<file path="config.mk">
export PLATFORM = sky130hd
export DESIGN_NAME = count_scheduler_flat
export DESIGN_NICKNAME = d
export VERILOG_FILES = /design/src/rtl/count_scheduler_pkg.sv /design/src/rtl/count_scheduler_if.sv /design/src/rtl/count_scheduler_step_counter.sv /design/src/rtl/count_scheduler.sv /design/src/flat_wrapper.sv
export SDC_FILE = /design/constraint.sdc
export NUM_CORES = 1
export LEC_CHECK = 0
export ABC_CLOCK_PERIOD_IN_PS = 1700
export CAP_MARGIN = 20
export CORE_UTILIZATION = 50
export DETAILED_ROUTE_END_ITERATION = 10
export PLACE_DENSITY = 0.78
export SLEW_MARGIN = 20
export SYNTH_ARGS = -nofsm -noshare
export SYNTH_HDL_FRONTEND = slang
export SYNTH_SLANG_ARGS = --single-unit
</file>
<file path="constraint.sdc">
create_clock -name clk -period 1.7 [get_ports clk]
set_input_delay 0.34 -clock clk [delete_from_list [all_inputs] [get_ports clk]]
set_output_delay 0.34 -clock clk [all_outputs]
set_load 0.02 [all_outputs]
</file>
<file path="src/rtl/count_scheduler_pkg.sv">
`default_nettype none
// ============================================================================
// Module  : count_scheduler_pkg
// Brief   : Shared types and constants for the mod-5 count scheduler.
// Revision: 1.0 - initial release
// ============================================================================
package count_scheduler_pkg;

    localparam int MAX_VAL = 4;
    localparam int STEP_W  = 4;
    localparam int CNT_W   = 3;

    typedef enum logic [1:0] {
        IDLE = 2'd0,
        LOAD = 2'd1,
        RUN  = 2'd2,
        DONE = 2'd3
    } state_t;

    // Out-of-range start values saturate to the top of the counter range.
    function automatic logic [CNT_W-1:0] clamp_val(input logic [CNT_W-1:0] v);
        return (v > CNT_W'(MAX_VAL)) ? CNT_W'(MAX_VAL) : v;
    endfunction

endpackage
`default_nettype wire

</file>
<file path="src/rtl/count_scheduler_if.sv">
`default_nettype none
// ============================================================================
// Module  : count_scheduler_if
// Brief   : Request/grant/result bundle between requesters and the scheduler.
// Revision: 1.0 - initial release
// ============================================================================
interface count_scheduler_if;

    logic [1:0]                             req;
    logic [1:0]                             dir;
    logic [count_scheduler_pkg::CNT_W-1:0]  start0;
    logic [count_scheduler_pkg::CNT_W-1:0]  start1;
    logic [count_scheduler_pkg::STEP_W-1:0] steps0;
    logic [count_scheduler_pkg::STEP_W-1:0] steps1;
    logic [1:0]                             gnt;
    logic                                   busy;
    logic [1:0]                             done;
    logic [count_scheduler_pkg::CNT_W-1:0]  result;
    logic [count_scheduler_pkg::CNT_W-1:0]  y;

    modport master (
        output req, dir, start0, start1, steps0, steps1,
        input  gnt, busy, done, result, y
    );

    modport slave (
        input  req, dir, start0, start1, steps0, steps1,
        output gnt, busy, done, result, y
    );

endinterface
`default_nettype wire

</file>
<file path="src/rtl/count_scheduler_step_counter.sv">
`default_nettype none
// ============================================================================
// Module  : step_counter
// Brief   : Loadable mod-5 up/down counter with wrap and start-value clamp.
// Revision: 1.0 - initial release
// ============================================================================
module step_counter
    import count_scheduler_pkg::*;
(
    input  wire logic             clk,
    input  wire logic             reset,
    input  wire logic             load,
    input  wire logic             en,
    input  wire logic             up,
    input  wire logic [CNT_W-1:0] value,
    output logic      [CNT_W-1:0] y
);

    always_ff @(posedge clk) begin
        if (!reset) begin
            y <= '0;
        end else if (load) begin
            y <= clamp_val(value);
        end else if (en) begin
            if (up) begin
                y <= (y == CNT_W'(MAX_VAL)) ? '0 : y + CNT_W'(1);
            end else begin
                y <= (y == '0) ? CNT_W'(MAX_VAL) : y - CNT_W'(1);
            end
        end
    end

endmodule
`default_nettype wire

</file>
<file path="src/rtl/count_scheduler.sv">
`default_nettype none
// ============================================================================
// Module  : count_scheduler
// Brief   : Round-robin time-sharing of one mod-5 step counter by two requesters.
// Revision: 1.0 - initial release
// ============================================================================
module count_scheduler
    import count_scheduler_pkg::*;
(
    input  wire logic         clk,
    input  wire logic         reset,
    count_scheduler_if.slave  bus
);

    state_t              r_state;
    logic                r_ptr;
    logic                r_sel;
    logic                r_dir;
    logic [CNT_W-1:0]    r_start;
    logic [STEP_W-1:0]   r_steps;
    logic [STEP_W-1:0]   r_remaining;
    logic [1:0]          r_gnt;
    logic [1:0]          r_done;
    logic                r_busy;
    logic [CNT_W-1:0]    r_result;
    logic                w_sel;
    logic [CNT_W-1:0]    w_y;

    // Pointer only breaks ties; a lone requester is always served.
    always_comb begin
        w_sel = bus.req[1];
        if (bus.req == 2'b11) begin
            w_sel = r_ptr;
        end
    end

    always_ff @(posedge clk) begin
        if (!reset) begin
            r_state     <= IDLE;
            r_ptr       <= 1'b0;
            r_sel       <= 1'b0;
            r_dir       <= 1'b0;
            r_start     <= '0;
            r_steps     <= '0;
            r_remaining <= '0;
            r_gnt       <= 2'b00;
            r_done      <= 2'b00;
            r_busy      <= 1'b0;
            r_result    <= '0;
        end else begin
            r_done <= 2'b00;
            case (r_state)
                IDLE: begin
                    if (|bus.req) begin
                        r_sel   <= w_sel;
                        r_dir   <= bus.dir[w_sel];
                        r_start <= w_sel ? bus.start1 : bus.start0;
                        r_steps <= w_sel ? bus.steps1 : bus.steps0;
                        r_gnt   <= w_sel ? 2'b10 : 2'b01;
                        r_busy  <= 1'b1;
                        r_state <= LOAD;
                    end
                end
                LOAD: begin
                    r_remaining <= r_steps;
                    if (r_steps == '0) begin
                        r_done  <= r_gnt;
                        r_state <= DONE;
                    end else begin
                        r_state <= RUN;
                    end
                end
                RUN: begin
                    r_remaining <= r_remaining - STEP_W'(1);
                    if (r_remaining == STEP_W'(1)) begin
                        r_done  <= r_gnt;
                        r_state <= DONE;
                    end
                end
                DONE: begin
                    r_result <= w_y;
                    r_gnt    <= 2'b00;
                    r_busy   <= 1'b0;
                    r_ptr    <= ~r_sel;
                    r_state  <= IDLE;
                end
                default: r_state <= IDLE;
            endcase
        end
    end

    step_counter u_counter (
        .clk   (clk),
        .reset (reset),
        .load  (r_state == LOAD),
        .en    (r_state == RUN),
        .up    (r_dir),
        .value (r_start),
        .y     (w_y)
    );

    assign bus.gnt    = r_gnt;
    assign bus.busy   = r_busy;
    assign bus.done   = r_done;
    assign bus.y      = w_y;
    // The final value is visible during DONE, before it is captured.
    assign bus.result = (r_state == DONE) ? w_y : r_result;

endmodule
`default_nettype wire

</file>
<file path="src/flat_wrapper.sv">
// flat-port wrapper written by rule: the top's interface ports become plain ports
module count_scheduler_flat import count_scheduler_pkg::*;
  (clk, reset, bus_req, bus_dir, bus_start0, bus_start1, bus_steps0, bus_steps1, bus_gnt, bus_busy, bus_done, bus_result, bus_y);
  count_scheduler_if bus_i ();
  input  wire logic clk;
  input  wire logic reset;
  input wire logic [$bits(bus_i.req)-1:0] bus_req;
  input wire logic [$bits(bus_i.dir)-1:0] bus_dir;
  input wire logic [$bits(bus_i.start0)-1:0] bus_start0;
  input wire logic [$bits(bus_i.start1)-1:0] bus_start1;
  input wire logic [$bits(bus_i.steps0)-1:0] bus_steps0;
  input wire logic [$bits(bus_i.steps1)-1:0] bus_steps1;
  output wire logic [$bits(bus_i.gnt)-1:0] bus_gnt;
  output wire logic [$bits(bus_i.busy)-1:0] bus_busy;
  output wire logic [$bits(bus_i.done)-1:0] bus_done;
  output wire logic [$bits(bus_i.result)-1:0] bus_result;
  output wire logic [$bits(bus_i.y)-1:0] bus_y;
  assign bus_i.req = bus_req;
  assign bus_i.dir = bus_dir;
  assign bus_i.start0 = bus_start0;
  assign bus_i.start1 = bus_start1;
  assign bus_i.steps0 = bus_steps0;
  assign bus_i.steps1 = bus_steps1;
  assign bus_gnt = bus_i.gnt;
  assign bus_busy = bus_i.busy;
  assign bus_done = bus_i.done;
  assign bus_result = bus_i.result;
  assign bus_y = bus_i.y;
  count_scheduler u_core (.clk(clk), .reset(reset), .bus(bus_i));
endmodule
</file>
==> impl_metrics.csv <==
group,metric,value,unit
finish,fin_util,0.7112,
sta,setup_slack,0.02153,ns
clock_network,clock_sinks,27,
setup_path,r2r-end,"u_core.r_steps[0]",
routing,avgViaCountPerCell,5.487,
grt,grt_usage,0.2211,
floorplanning,coreArea,2781,um^2
sta,finalCriticalPeriod,1.678,ns
floorplanning,num_rows,19,
power,switching_power,1.096,mW
floorplanning,die_area,3197,um^2
setup_path,cp.arrival,1.34,ns
setup_path,path_buf_inv,1,
setup_path,cp_top_family,"flip-flops",
power,p_leak,0.8679,nW
routing,antenna_left,0,
setup_path,path_class,"register to output port",
placement,preCtsSetupSlack,-0.1326,ns
placement,gp_congestion,0.8133,
routing,route.vias.total,1262,
setup_path,end_kind,"output port",
status,run_status,"completed",
power,internal_power,1.600,mW
routing,top_layer,"met4",
floorplanning,start_util,0.5349,
setup_path,cp_slowest_cell,"dfxtp_2",
power,ir_drop,1.040,mV
sta,setup_viol,0,
setup_path,reg2reg_from,"u_core.r_state[0]",
clock_network,cts_buffers,3,
placement,placed_cell_area,1894,um^2
grt,overflow,0,
grt,grt_pass1_vias,1253,
setup_path,required,1.36,ns
hold_path,min_path_type,"register to register",
sta,slew_headroom,0.8007,
setup_path,max_stage_delay,0.38,ns
yosys,yosysSeqAreaShare,0.3633,
clock_network,cts_tree,"done",
finish,antenna_cells,0,
floorplanning,die_h,56.55,um
placement,io_buffers,30,
routing,detail_route.iter0.violations,28,
power,p_per_area,1363,nW/um^2
sta,setup_tns,0,ns
setup_path,crit_fanout,4,
routing,drt-met1-wl,1.406,mm
hold_path,hold_depth,1,
yosys,synth-xor-area-share,0.005887,
setup_path,path_cells,"ha_4 -> mux2_4 -> buf_6",
clock_network,h-tree-depth,1,
routing,dr_wl_met3,99,um
sta,hold_violations,0,
yosys,syn_nets,189,
floorplanning,die_width,56.55,um
sta,hold_ws,0.4475,ns
finish,fillers,221,
yosys,synthCells,159,
sta,worst_slew_pin_slew,0.2962,ns
clock_network,cts.reportedPaths.clkPinSlew,0.15,ns
setup_path,worst_setup_path_start_kind,"register",
clock_network,worstSkewPairLatency,0.34,ns
yosys,synth_top_family_by_area,"compound AO/OA/AOI/OAI gates",
power,clkPwrFrac,0.106,
floorplanning,pin_count,31,
routing,routedWlPerCell,14.15,um
clock_network,cts-root-buf,"clkbuf_4",
yosys,synthFlopType,"dfxtp_1",
power,pwr-share-comb,0.528,
sta,rsz0062_at_grt,"yes",
grt,grt_pass1_wl,5.520,mm
yosys,async_flop_share,0,
finish,stdcell_area,1978,um^2
hold_path,holdPathEnd,"u_core.r_ptr",
yosys,synthAdderAreaFrac,0.08410,
yosys,yosys.area_share.simple,0.1615,
power,p_seq_frac,0.366,
yosys,postSynthAreaPerCell,9.356,um^2
finish,nets,230,
flow_run,drv_cap,0,
sta,post-route-period-util,0.9873,
power,swShare,0.4067,
sta,fmax,595.8,MHz
routing,met2_length,1.712,mm
yosys,synth-compound-area-share,0.2195,
yosys,yosys_warnings,0,
yosys,synth_mux_area_frac,0.1034,
finish,drive_above_1_share,0.2211,
grt,grt_max_degree,17,
grt,antenna_found_initial,0,
placement,dp_hpwl,2.553,mm
sta,slew_viol_final,0,
setup_path,reg2reg_slack,0.08,ns
yosys,synth_seq_cells,27,
yosys,yosys.cell_types.count,41,
sta,fin_skew,0.01322,ns
routing,totalWireLength,3.255,mm
routing,dr.pass1.iters,4,
yosys,synth_edf_count,0,
setup_path,reg2reg_depth,7,
finish,ff_latch_area,544.3,um^2
finish,multiInputGateArea,889.6,um^2
yosys,syn_area,1488,um^2
finish,layout-area-overhead-vs-synth,32.97,%
hold_path,hold_start,"u_core.r_sel",
clock_network,cts_max_path_buffers,2,
routing,drc,0,
## flip-flops by register name, summed over array words and instances (netlist names), 2 cells and up
signal,cells
u_core.r_remaining,4
u_core.r_result,3
u_core.u_counter.y,3
u_core.bus.gnt,2
u_core.r_steps,4
u_core.bus.done,2
u_core.r_state,2
u_core.r_start,3
## Yosys cell counts, types with 3 or more instances
library cell,n,area (um^2)
ha_1,10,125.1
nor2_1,15,56.30
mux2i_1,12,120.1
inv_1,8,30.03
buf_2,4,20.02
a21oi_1,9,45.04
a31oi_1,4,25.02
nand2_1,5,18.77
mux2_2,3,33.78
o21ai_0,7,35.03
nand3_1,4,20.02
dfxtp_1,27,540.5
a211oi_2,8,100.1
and2_1,6,37.54
nand2b_1,5,31.28
## routing by layer
layer / track usage / up-vias
met5: 0 / -
met2: 0.3899 / 23
met3: 0.05300 / 5
met1: 0.2633 / 595
li1: - / 639
met4: 0.06620 / 0
## power by group through the flow
stage | Clock [mW] | Combinational, mW | Sequential, mW
2_1_floorplan | 0 | 0.939 | 1.01
3_3_place_gp | 0 | 1.33 | 0.974
3_5_place_dp | 0 | 1.40 | 0.986
4_1_cts | 0.291 | 1.40 | 0.984
5_1_grt | 0.313 | 1.57 | 1.01
6_report | 0.286 | 1.42 | 0.987
## worst register-to-register path, delay by kind of cell, from the launching register on
family                   cells  cell delay, ns
flip-flops                   1            0.37
AO/OA/AOI/OAI                1            0.19
buffers and inverters        3            0.45
adder cells (fa/ha/maj)      1            0.24
AND/OR/NAND/NOR              2            0.30
## final cells by class
type / count / share of cell area
clock buffers: 3 / 0.01139
clock inverters: 1 / 0.003795
inverters: 10 / 0.01898
multi-input cells: 114 / 0.4497
flip-flops and latches: 27 / 0.2751
well taps: 31 / 0.01961
repair buffers: 44 / 0.2214
## timing repair
item	CTS	global route
buffers inserted	1	0
pin swaps	1	1
resized for setup	25	10
hold buffers	0	0
setup endpoints to repair	6	13
## worst max-delay path by stage
stage / cells past startpoint / to / from / slack (ns)
global placement: 3 / bus_result[1] / u_core.r_state[0] / -0.06
floorplan: 6 / u_core.u_counter.y[2] / u_core.u_counter.y[0] / 0.11
CTS: 3 / bus_result[0] / u_core.r_state[1] / -0.05
finish: 3 / bus_result[2] / u_core.r_state[0] / 0.02
global route: 3 / bus_result[1] / u_core.r_state[0] / -0.02
detailed placement: 3 / bus_result[0] / u_core.r_state[1] / -0.13
## cells in the final DEF (no fill, tap or decap), types with 3 or more instances in the layout
cell type        instances
inv_1                    8
dfxtp_1                 24
nor2_1                  15
nand2b_1                 5
a31oi_1                  4
clkdlybuf4s50_1         21
a211oi_2                 8
clkbuf_4                 3
nand3_1                  4
mux2_4                   3
nand2_1                  5
dlymetal6s2s_1           3
mux2i_1                 12
buf_4                   12
and2_1                   6
o21ai_0                  7
buf_6                    3
dfxtp_2                  3
dlygate4sd2_1            3
ha_1                     7
a21oi_1                  9
## per-stage QoR
step           instances  total power [mW]
2_1_floorplan        159             1.948
3_3_place_gp         225             2.300
3_5_place_dp         225             2.382
4_1_cts              230             2.674
5_1_grt              230             2.896
6_report             230             2.696
## kinds of logic after synthesis
logic type | after synthesis
compound gates | 42
xor+xnor | 1
fa+ha+maj | 10
buf+inv | 18
flops | 27
mux | 15
simple gates | 46
No activity file was read; power rests on OpenSTA's default activity.
